### src/rtl/pin_pkg.sv
// pin_pkg: shared definitions for the PIN sender slice.
//   - state_t   : sender FSM states
//   - PIN_DIGITS: digits per PIN entry
//   - DIGIT_W   : bits per digit
//   - pin_digit : extracts digit[idx] from a packed PIN, digit 0 in the MSBs
package pin_pkg;

  localparam int PIN_DIGITS = 4;
  localparam int DIGIT_W    = 2;
  localparam int PIN_W      = PIN_DIGITS * DIGIT_W;
  localparam int IDX_W      = $clog2(PIN_DIGITS);

  typedef enum logic [2:0] {
    IDLE,
    SEND,
    GAP,
    WAIT_RESP,
    DONE
  } state_t;

  // Digit 0 is sent first and lives in the top bits of the PIN.
  function automatic logic [DIGIT_W-1:0] pin_digit(input logic [PIN_W-1:0] p,
                                                   input logic [IDX_W-1:0] idx);
    return p[(PIN_DIGITS - 1 - int'(idx)) * DIGIT_W +: DIGIT_W];
  endfunction

endpackage

### src/rtl/pin_gap_timer.sv
// pin_gap_timer: loadable down-counter shared by the inter-digit gap and the
// verdict timeout.
//   clk      in  clock, rising edge
//   reset    in  synchronous active-high reset (count -> 0)
//   load     in  load load_val this cycle
//   load_val in  value loaded; the timer then spans load_val+1 cycles
//   expired  out count has reached 0
module pin_gap_timer #(
  parameter int CNT_W = 5
) (
  input  logic             clk,
  input  logic             reset,
  input  logic             load,
  input  logic [CNT_W-1:0] load_val,
  output logic             expired
);

  logic [CNT_W-1:0] cnt;

  always_ff @(posedge clk) begin
    if (reset) begin
      cnt <= '0;
    end else if (load) begin
      cnt <= load_val;
    end else if (cnt != '0) begin
      cnt <= cnt - 1'b1;
    end
  end

  assign expired = (cnt == '0);

endmodule

### src/rtl/pin_sender.sv
// pin_sender: serialises an 8-bit PIN (four 2-bit digits, pin[7:6] first) onto
// the digit/submit strobe interface of the PIN checker, then waits a bounded
// time for the correct/incorrect verdict and reports it.
//
// Optional feature: define PIN_SENDER_LOCKOUT_EN to lock out further entries
// after MAX_FAILS consecutive failed verdicts (cleared only by reset).
//
// Ports:
//   clk        in   clock, rising edge
//   reset      in   synchronous active-high reset
//   start      in   request to send pin (honoured only in IDLE)
//   pin        in   [7:0] four digits
//   waiting    in   checker ready for a new entry
//   correct    in   checker verdict: match
//   incorrect  in   checker verdict: mismatch (wins over correct)
//   digit      out  [1:0] digit presented to the checker
//   submit     out  one-cycle strobe, digit valid
//   busy       out  high from acceptance through DONE
//   done       out  one-cycle result pulse
//   pass/fail/timeout out sticky result flags
//   locked     out  lockout active
// All outputs are registered.
module pin_sender
  import pin_pkg::*;
#(
  parameter int DIGIT_GAP    = 4,
  parameter int RESP_TIMEOUT = 16,
  parameter int MAX_FAILS    = 3
) (
  input  logic               clk,
  input  logic               reset,
  input  logic               start,
  input  logic [PIN_W-1:0]   pin,
  input  logic               waiting,
  input  logic               correct,
  input  logic               incorrect,
  output logic [DIGIT_W-1:0] digit,
  output logic               submit,
  output logic               busy,
  output logic               done,
  output logic               pass,
  output logic               fail,
  output logic               timeout,
  output logic               locked
);

  localparam int TMR_MAX = (DIGIT_GAP > RESP_TIMEOUT) ? DIGIT_GAP : RESP_TIMEOUT;
  localparam int TMR_W   = $clog2(TMR_MAX + 1);
  localparam logic [TMR_W-1:0] GAP_LOAD  = TMR_W'(DIGIT_GAP - 1);
  localparam logic [TMR_W-1:0] RESP_LOAD = TMR_W'(RESP_TIMEOUT - 1);
  localparam logic [IDX_W-1:0] LAST_IDX  = IDX_W'(PIN_DIGITS - 1);

  state_t             state_q, next_state;
  logic [IDX_W-1:0]   idx_q, next_idx;
  logic [PIN_W-1:0]   pin_q;
  logic               accept;
  logic               tmr_load;
  logic [TMR_W-1:0]   tmr_val;
  logic               tmr_expired;
  logic               res_pass, res_fail, res_tmo;
  logic               locked_q;

  pin_gap_timer #(.CNT_W(TMR_W)) u_timer (
    .clk      (clk),
    .reset    (reset),
    .load     (tmr_load),
    .load_val (tmr_val),
    .expired  (tmr_expired)
  );

  always_ff @(posedge clk) begin
    if (reset) begin
      state_q <= IDLE;
      idx_q   <= '0;
    end else begin
      state_q <= next_state;
      idx_q   <= next_idx;
    end
  end

  // The timer is loaded on the transition into GAP / WAIT_RESP so that the
  // count is already valid in the first cycle of the state.
  always_comb begin
    next_state = state_q;
    next_idx   = idx_q;
    accept     = 1'b0;
    tmr_load   = 1'b0;
    tmr_val    = '0;
    res_pass   = 1'b0;
    res_fail   = 1'b0;
    res_tmo    = 1'b0;
    case (state_q)
      IDLE: begin
        if (start && waiting && !locked_q) begin
          accept     = 1'b1;
          next_idx   = '0;
          next_state = SEND;
        end
      end
      SEND: begin
        tmr_load   = 1'b1;
        tmr_val    = GAP_LOAD;
        next_state = GAP;
      end
      GAP: begin
        if (tmr_expired) begin
          if (idx_q < LAST_IDX) begin
            next_idx   = idx_q + 1'b1;
            next_state = SEND;
          end else begin
            tmr_load   = 1'b1;
            tmr_val    = RESP_LOAD;
            next_state = WAIT_RESP;
          end
        end
      end
      WAIT_RESP: begin
        // A verdict in the last timer cycle still beats the timeout.
        if (incorrect) begin
          res_fail   = 1'b1;
          next_state = DONE;
        end else if (correct) begin
          res_pass   = 1'b1;
          next_state = DONE;
        end else if (tmr_expired) begin
          res_tmo    = 1'b1;
          next_state = DONE;
        end
      end
      DONE: begin
        next_state = IDLE;
      end
      default: begin
        next_state = IDLE;
      end
    endcase
  end

  // Outputs are registered from the next-state decode, so each strobe is high
  // exactly in the cycle its state is occupied.
  always_ff @(posedge clk) begin
    if (reset) begin
      pin_q   <= '0;
      digit   <= '0;
      submit  <= 1'b0;
      busy    <= 1'b0;
      done    <= 1'b0;
      pass    <= 1'b0;
      fail    <= 1'b0;
      timeout <= 1'b0;
    end else begin
      submit <= (next_state == SEND);
      busy   <= (next_state != IDLE);
      done   <= (next_state == DONE);
      if (accept) begin
        pin_q <= pin;
      end
      if (next_state == IDLE || next_state == DONE) begin
        digit <= '0;
      end else if (next_state == SEND) begin
        digit <= pin_digit(accept ? pin : pin_q, next_idx);
      end
      if (accept) begin
        pass    <= 1'b0;
        fail    <= 1'b0;
        timeout <= 1'b0;
      end else begin
        if (res_pass) pass    <= 1'b1;
        if (res_fail) fail    <= 1'b1;
        if (res_tmo)  timeout <= 1'b1;
      end
    end
  end

`ifdef PIN_SENDER_LOCKOUT_EN
  logic [1:0] fail_cnt_q;

  function automatic logic [1:0] sat_inc(input logic [1:0] c);
    return (c == 2'b11) ? c : c + 2'b01;
  endfunction

  // Timeouts leave the consecutive-fail count untouched.
  always_ff @(posedge clk) begin
    if (reset) begin
      fail_cnt_q <= '0;
      locked_q   <= 1'b0;
    end else if (res_fail) begin
      fail_cnt_q <= sat_inc(fail_cnt_q);
      if (int'(sat_inc(fail_cnt_q)) >= MAX_FAILS) begin
        locked_q <= 1'b1;
      end
    end else if (res_pass) begin
      fail_cnt_q <= '0;
    end
  end
`else
  logic unused_max_fails;
  assign unused_max_fails = (MAX_FAILS > 0);
  assign locked_q         = 1'b0;
`endif

  assign locked = locked_q;

endmodule

### config.mk
export PLATFORM = sky130hd
export DESIGN_NAME = pin_sender
export DESIGN_NICKNAME = d
export VERILOG_FILES = /design/src/rtl/pin_pkg.sv /design/src/rtl/pin_gap_timer.sv /design/src/rtl/pin_sender.sv
export SDC_FILE = /design/constraint.sdc
export NUM_CORES = 1
export LEC_CHECK = 0
export BUFFER_PORTS_ARGS = -buffer_cell sky130_fd_sc_hd__clkbuf_2
export CAP_MARGIN = 25
export CELL_PAD_IN_SITES_DETAIL_PLACEMENT = 1
export CELL_PAD_IN_SITES_GLOBAL_PLACEMENT = 1
export CORE_AREA = 2 2 76 49
export CTS_BUF_LIST = sky130_fd_sc_hd__clkbuf_16
export DETAILED_ROUTE_END_ITERATION = 16
export DIE_AREA = 0 0 78 51
export PLACE_DENSITY = 0.81
export SLEW_MARGIN = 5
export SYNTH_ARGS = -nofsm -noshare
export SYNTH_HDL_FRONTEND = slang
export SYNTH_SLANG_ARGS = --single-unit
### constraint.sdc
create_clock -name clk -period 5 [get_ports clk]
set_input_delay 0.75 -clock clk [delete_from_list [all_inputs] [get_ports clk]]
set_output_delay 0.75 -clock clk [all_outputs]
set_load 0.02 [all_outputs]
==> Word level (Yosys, flattened, before mapping) <==
Index checks and enable logic that the tools add are counted.
Widths: inputs -> output; s select.
{ "totals": {"word_cells": 62, "out_inout_bits": 9, "register_bits": 26} }
{ "classes": {"n_lt_le_gt_ge": 1, "n_reduce_logical": 10, "eq_ne": 5, "n_mux": 31, "addsub": 3, "shift": 1} }
{ "ops": {"columns": ["cell", "n"], "rows": [
  ["$mux 3", 5],
  ["$mux 1", 13],
  ["$pmux 3 s4", 1],
  ["$mux 5", 2],
  ["$mux 2", 4],
  ["$mux 4", 2],
  ["$mux 8", 1],
  ["$pmux 4 s2", 1],
  ["$shiftx 8x4->2", 1],
  ["$eq 3x1->1 const B", 2],
  ["$eq 3x2->1 const B", 2],
  ["$logic_not 3->1", 2],
  ["$logic_not 5->1", 1],
  ["$reduce_bool 5->1", 1],
  ["$sub 5x1->5 const B", 1],
  ["$pmux 2 s2", 1],
  ["$reduce_or 2->1", 2],
  ["$eq 3x3->1 const B", 1],
  ["$reduce_bool 3->1", 1],
  ["$sub 2x2->3 const A", 1],
  ["$add 2x1->2 const B", 1],
  ["$lt 2x2->1 const B", 1],
  ["$pmux 1 s2", 1],
  ["$reduce_bool 2->1", 1],
  ["2 further kinds", 2]
]} }

==> Logic depth before layout (Yosys ltp) <==
{ "logic_depth": {"word_depth": 8, "depth_mapped": 9, "ltp_nobuf": 7} }

==> Modules after synthesis <==
Synthesis repeated with hierarchy kept, for this count alone.
{ "unflattened": {"cells_unflattened": 148, "area_unflattened_um2": 1311.3} }
{ "by_module_without_submodules": {"columns": ["module", "seq_area_each_um2", "cells_per_inst", "instances", "area_each_um2"], "rows": [
  ["pin_sender", 420.4, 116, 1, 1023.5],
  ["pin_gap_timer", 100.1, 32, 1, 287.8]
]} }

==> Worst setup path after synthesis <==
No wires, ideal clock.
{ "synth_timing": {"path_type": "register to register", "startpoint": "register u_timer.cnt[0]", "endpoint": "register digit[1]", "n_path_buf": 1, "path_stages_with_launch": 9, "period_less_slack_ps": 1937, "arrival_time_ps": 1808, "path_slack_ps": 3063, "cell_sequence": "dfxtp_1 > inv_1 > ha_1 > or4b_1 > buf_2 > o21a_1 > a2111o_1 > nand4_1 > o211ai_1"} }
{ "synth_via": {"elab_chain_len": 8} }
{ "synth_lines": {"columns": ["item", "line", "rtl"], "rows": [
  ["start, declared", "pin_gap_timer.sv:18", "logic [CNT_W-1:0] cnt;"],
  ["start signal, assigned", "pin_gap_timer.sv:24", "cnt <= load_val;"],
  ["start signal, assigned", "pin_gap_timer.sv:26", "cnt <= cnt - 1'b1;"],
  ["$logic_not 5->1 *", "pin_gap_timer.sv:30", "assign expired = (cnt == '0);"],
  ["parallel branches: the longest is 7 deep, another holds $sub 2x2->3", null, null],
  ["end signal, assigned", "pin_sender.sv:161", "digit <= pin_digit(accept ? pin : pin_q, next_idx);"],
  ["end, declared", "pin_sender.sv:37", "output logic [DIGIT_W-1:0] digit,"]
]} }
Every way passes the cells marked *.
A chain may end at the register's enable or synchronous reset.

==> Worst setup path after layout <==
{ "layout_timing": {"startpoint": "register u_timer.cnt[1]", "endpoint": "register digit[0]"} }
The elaborated chain is that of the path after synthesis.

==> qor.txt <==
CRITICAL PATH
--------------------------------------------------------------------------------------
Timing endpoint of the critical path ....................................     digit[0]
Startpoint of the worst-slack reg-to-reg timing path .................... u_timer.cnt[1]
Flop-to-flop setup slack ................................................      2.42 ns
Kind of capture point of the worst setup path ...........................     register
Endpoint of the worst register-to-register path .........................     digit[0]
Worst r2r path cells ....................................................            7
Critical path class ..................................................... register to register
Launch point of the critical path ....................................... u_timer.cnt[1]
Worst-path fanout max ...................................................           14
Arr. time, crit path ....................................................      2.72 ns
Element type at the critical path start .................................     register
Worst Path Required .....................................................      5.15 ns

CLOCK NETWORK
--------------------------------------------------------------------------------------
Cell at the root of the clock tree ...................................... sky130_fd_sc_hd__clkbuf_16
Count of cells resized by post-cts repair ...............................            0
Total CTS buffers .......................................................            3
Maximum level of the CTS H-tree .........................................            1
Total clock sinks .......................................................           26
Clock slew at the register clock pins of the worst setup and hold paths .      0.07 ns
CTS max path bufs .......................................................            2
Number of buffers inserted to repair setup after CTS ....................            0
TritonCTS clock tree ....................................................        built
Clock Latency Late Sink .................................................      0.26 ns
Number of hold buffers added after CTS ..................................            0

PWR
--------------------------------------------------------------------------------------
P per Cell Area .........................................................   468 nW/um2
Static power due to leakage .............................................     0.622 nW
Maximum resistive drop on vdd ...........................................     0.147 mV
Total Power .............................................................     0.741 mW

FINISH
--------------------------------------------------------------------------------------
Number of filler instances in the final layout ..........................          443
ANT cells ...............................................................            0
Layout cell share with drive strength beyond 1 ..........................        18.9%
Number of nets in the layout ............................................          202
P&R area growth vs syn ..................................................        16.2%
Share of the core filled with cells .....................................        46.5%

DRT
--------------------------------------------------------------------------------------
Number of remaining DRC errors ..........................................            0
Final ANT Viol Nets .....................................................            0
Average via count per standard cell .....................................         5.86
Final routed wire length divided by cell count ..........................      18.4 um
Iteration count of the initial detailed-routing pass ....................            4
Starting DRC count in detailed routing ..................................           75
Final WL ................................................................      4270 um
Via count ...............................................................         1359

GRT
--------------------------------------------------------------------------------------
Antenna violations before repair ........................................            0
Total Routing Usage GR ..................................................        23.2%
Final global-route overflow total .......................................            0
Wire length of the first global-routing pass ............................      7090 um
Pin count of the biggest net entering global routing ....................           24
Vias in the first global route ..........................................         1466

FLOORPLAN
--------------------------------------------------------------------------------------
Core outline area .......................................................     3400 um2
Ports placed on the boundary ............................................           23
Vert. Die Dim ...........................................................        51 um
Site row count ..........................................................           17
Initial core utilization ................................................        40.0%
Overall die area ........................................................     3980 um2
Die X-Extent ............................................................        78 um

SYNTH
--------------------------------------------------------------------------------------
Top cell type's share of synthesized area ...............................        38.2%
Fraction of synthesis flops using an asynchronous set or reset pin ......           0%
Count of mapped cells out of synthesis ..................................          169
Number of warnings issued by yosys ......................................            0
Synth cell types ........................................................           45
Fraction of the yosys area taken by sequential cells ....................        38.2%
Mean instance size in the synthesized netlist ...........................     8.06 um2
Total standard cell area after synthesis ................................     1360 um2
Total nets after synthesis ..............................................          185
Leading post-synthesis cells by cell area ............................... sky130_fd_sc_hd__dfxtp_1, sky130_fd_sc_hd__a21oi_1, sky130_fd_sc_hd__nand2_1
Yosys top cell by area .................................................. sky130_fd_sc_hd__dfxtp_1
Top_reg_cell synth ...................................................... sky130_fd_sc_hd__dfxtp_1
Total of flip-flops plus latches after synthesis ........................           26
Number of enable flip-flop cells after synthesis ........................            0
Cell types with the highest counts after synthesis ...................... sky130_fd_sc_hd__dfxtp_1, sky130_fd_sc_hd__nand2_1, sky130_fd_sc_hd__a21oi_1

OUTCOME
--------------------------------------------------------------------------------------
Outcome ................................................................. finished, final reports clean

STA
--------------------------------------------------------------------------------------
Final-report hold violation count .......................................            0
Count of final max-slew check failures ..................................            0
Slew at the pin closest to its max-slew limit ...........................     0.570 ns
Setup TNS ...............................................................         0 ns
Worst clock skew ........................................................   0.00732 ns
Peak clock frequency supported by timing ................................      388 MHz
Number of setup violations in the final report ..........................            0
Worst hold slack ........................................................     0.482 ns
Unrepaired setup endpoints after global routing .........................           no
Period minus WS final ...................................................      2.58 ns
Fin crit share ..........................................................        51.5%
Slew margin rel. ........................................................        61.8%

PLACEMENT
--------------------------------------------------------------------------------------
Number of buffers inserted by port buffering ............................           21
Routability Congestion ..................................................        0.879
Final HPWL DP ...........................................................      2960 um

MIN PATH
--------------------------------------------------------------------------------------
Path type of the worst min-delay path ................................... register to register

FLOW RUN
--------------------------------------------------------------------------------------
Count of maximum capacitance violations .................................            0

## report_power, final
part | switching, mW | internal (mW) | leakage (nW) | total [mW]
registers | 0.0278 | 0.233 | 0.212 | 0.261
logic | 0.157 | 0.0893 | 0.359 | 0.247
clock network | 0.0747 | 0.159 | 0.0511 | 0.234
## worst min-delay path by stage
| stage | startpoint | endpoint | slack, ns | cells after the start |
|---|---|---|---|---|
| final | pin_q[0] | pin_q[0] | 0.48 | 2 |
| after global routing | pin_q[6] | pin_q[6] | 0.51 | 2 |
| after CTS | pin_q[0] | pin_q[0] | 0.48 | 2 |
| after detailed placement | pin_q[0] | pin_q[0] | 0.47 | 2 |
| after global placement | digit[0] | digit[0] | 0.46 | 1 |
| after floorplan | pin_q[1] | pin_q[1] | 0.45 | 2 |
## metrics by stage
stage          cells  cell area (um2)  setup WS, ns
2_1_floorplan    169             1360          3.06
3_3_place_gp     227             1470          2.57
3_5_place_dp     228             1480          2.60
4_1_cts          232             1580          2.46
5_1_grt          232             1580          2.27
6_report         232             1580          2.42
## state kept, by name, summed over array words and instances, names as in the netlist
signal	cells
submit	1
pass	1
state_q	3
pin_q	8
digit	2
idx_q	2
fail	1
done	1
timeout	1
u_timer.cnt	5
busy	1
## logic make-up (layout without fill, tap and decap cells)
kind of cell	after synthesis	count (layout)	synth area share, %
AOI/OAI and AO/OA	46	46	22.9
xor gates and xnor gates	3	3	1.93
adders and majority gates	2	2	1.84
buffers and inverters	18	34	7.07
DFF	26	26	38.2
muxes	2	2	1.47
other	1	1	0.275
and+or+nand+nor	71	71	26.4
## cell usage in the layout (no fill, tap or decap), types with 2 or more instances in the layout
| cell type | count |
|---|---|
| sky130_fd_sc_hd__or4b_1 | 2 |
| sky130_fd_sc_hd__o21ai_0 | 7 |
| sky130_fd_sc_hd__inv_1 | 7 |
| sky130_fd_sc_hd__ha_1 | 2 |
| sky130_fd_sc_hd__clkbuf_16 | 3 |
| sky130_fd_sc_hd__mux2i_1 | 2 |
| sky130_fd_sc_hd__or3b_2 | 2 |
| sky130_fd_sc_hd__nor2_1 | 10 |
| sky130_fd_sc_hd__buf_4 | 2 |
| sky130_fd_sc_hd__a21oi_1 | 20 |
| sky130_fd_sc_hd__clkbuf_2 | 21 |
| sky130_fd_sc_hd__nand2b_1 | 4 |
| sky130_fd_sc_hd__nand2_1 | 26 |
| sky130_fd_sc_hd__nor3_1 | 8 |
| sky130_fd_sc_hd__nand4_1 | 3 |
| sky130_fd_sc_hd__nand3_1 | 7 |
| sky130_fd_sc_hd__dfxtp_1 | 26 |
| sky130_fd_sc_hd__o211ai_1 | 5 |
| sky130_fd_sc_hd__xor2_1 | 2 |
## layout make-up
cell class	count	area, um2	share of cell area, %
Clock buffer	3	75.1	4.74
Clock inverter	1	30.0	1.90
Sequential cell	26	520	32.9
Multi-Input combinational cell	125	752	47.5
Timing Repair Buffer	23	120	7.59
Inverter	7	26.3	1.66
Tap cell	47	58.8	3.72
## critical path: stages (launching register included)
cell	delay (ns)
sky130_fd_sc_hd__dfxtp_1	0.34
sky130_fd_sc_hd__inv_1	0.12
sky130_fd_sc_hd__ha_1	0.20
sky130_fd_sc_hd__or4b_1	0.73
sky130_fd_sc_hd__nor2_1	0.42
sky130_fd_sc_hd__a22oi_1	0.20
sky130_fd_sc_hd__o311ai_1	0.34
sky130_fd_sc_hd__o2bb2ai_1	0.11
## per-layer routing
| layer | share of wire, % | GRT usage, % | vias to the layer above |
|---|---|---|---|
| met5 | 0 | 0 | - |
| met4 | 1.8 | 7.60 | 0 |
| met3 | 6.5 | 5.65 | 8 |
| met2 | 48 | 40.9 | 55 |
| met1 | 43 | 28.1 | 667 |
| li1 | - | - | 629 |
No activity file was read; power rests on OpenSTA's default activity.
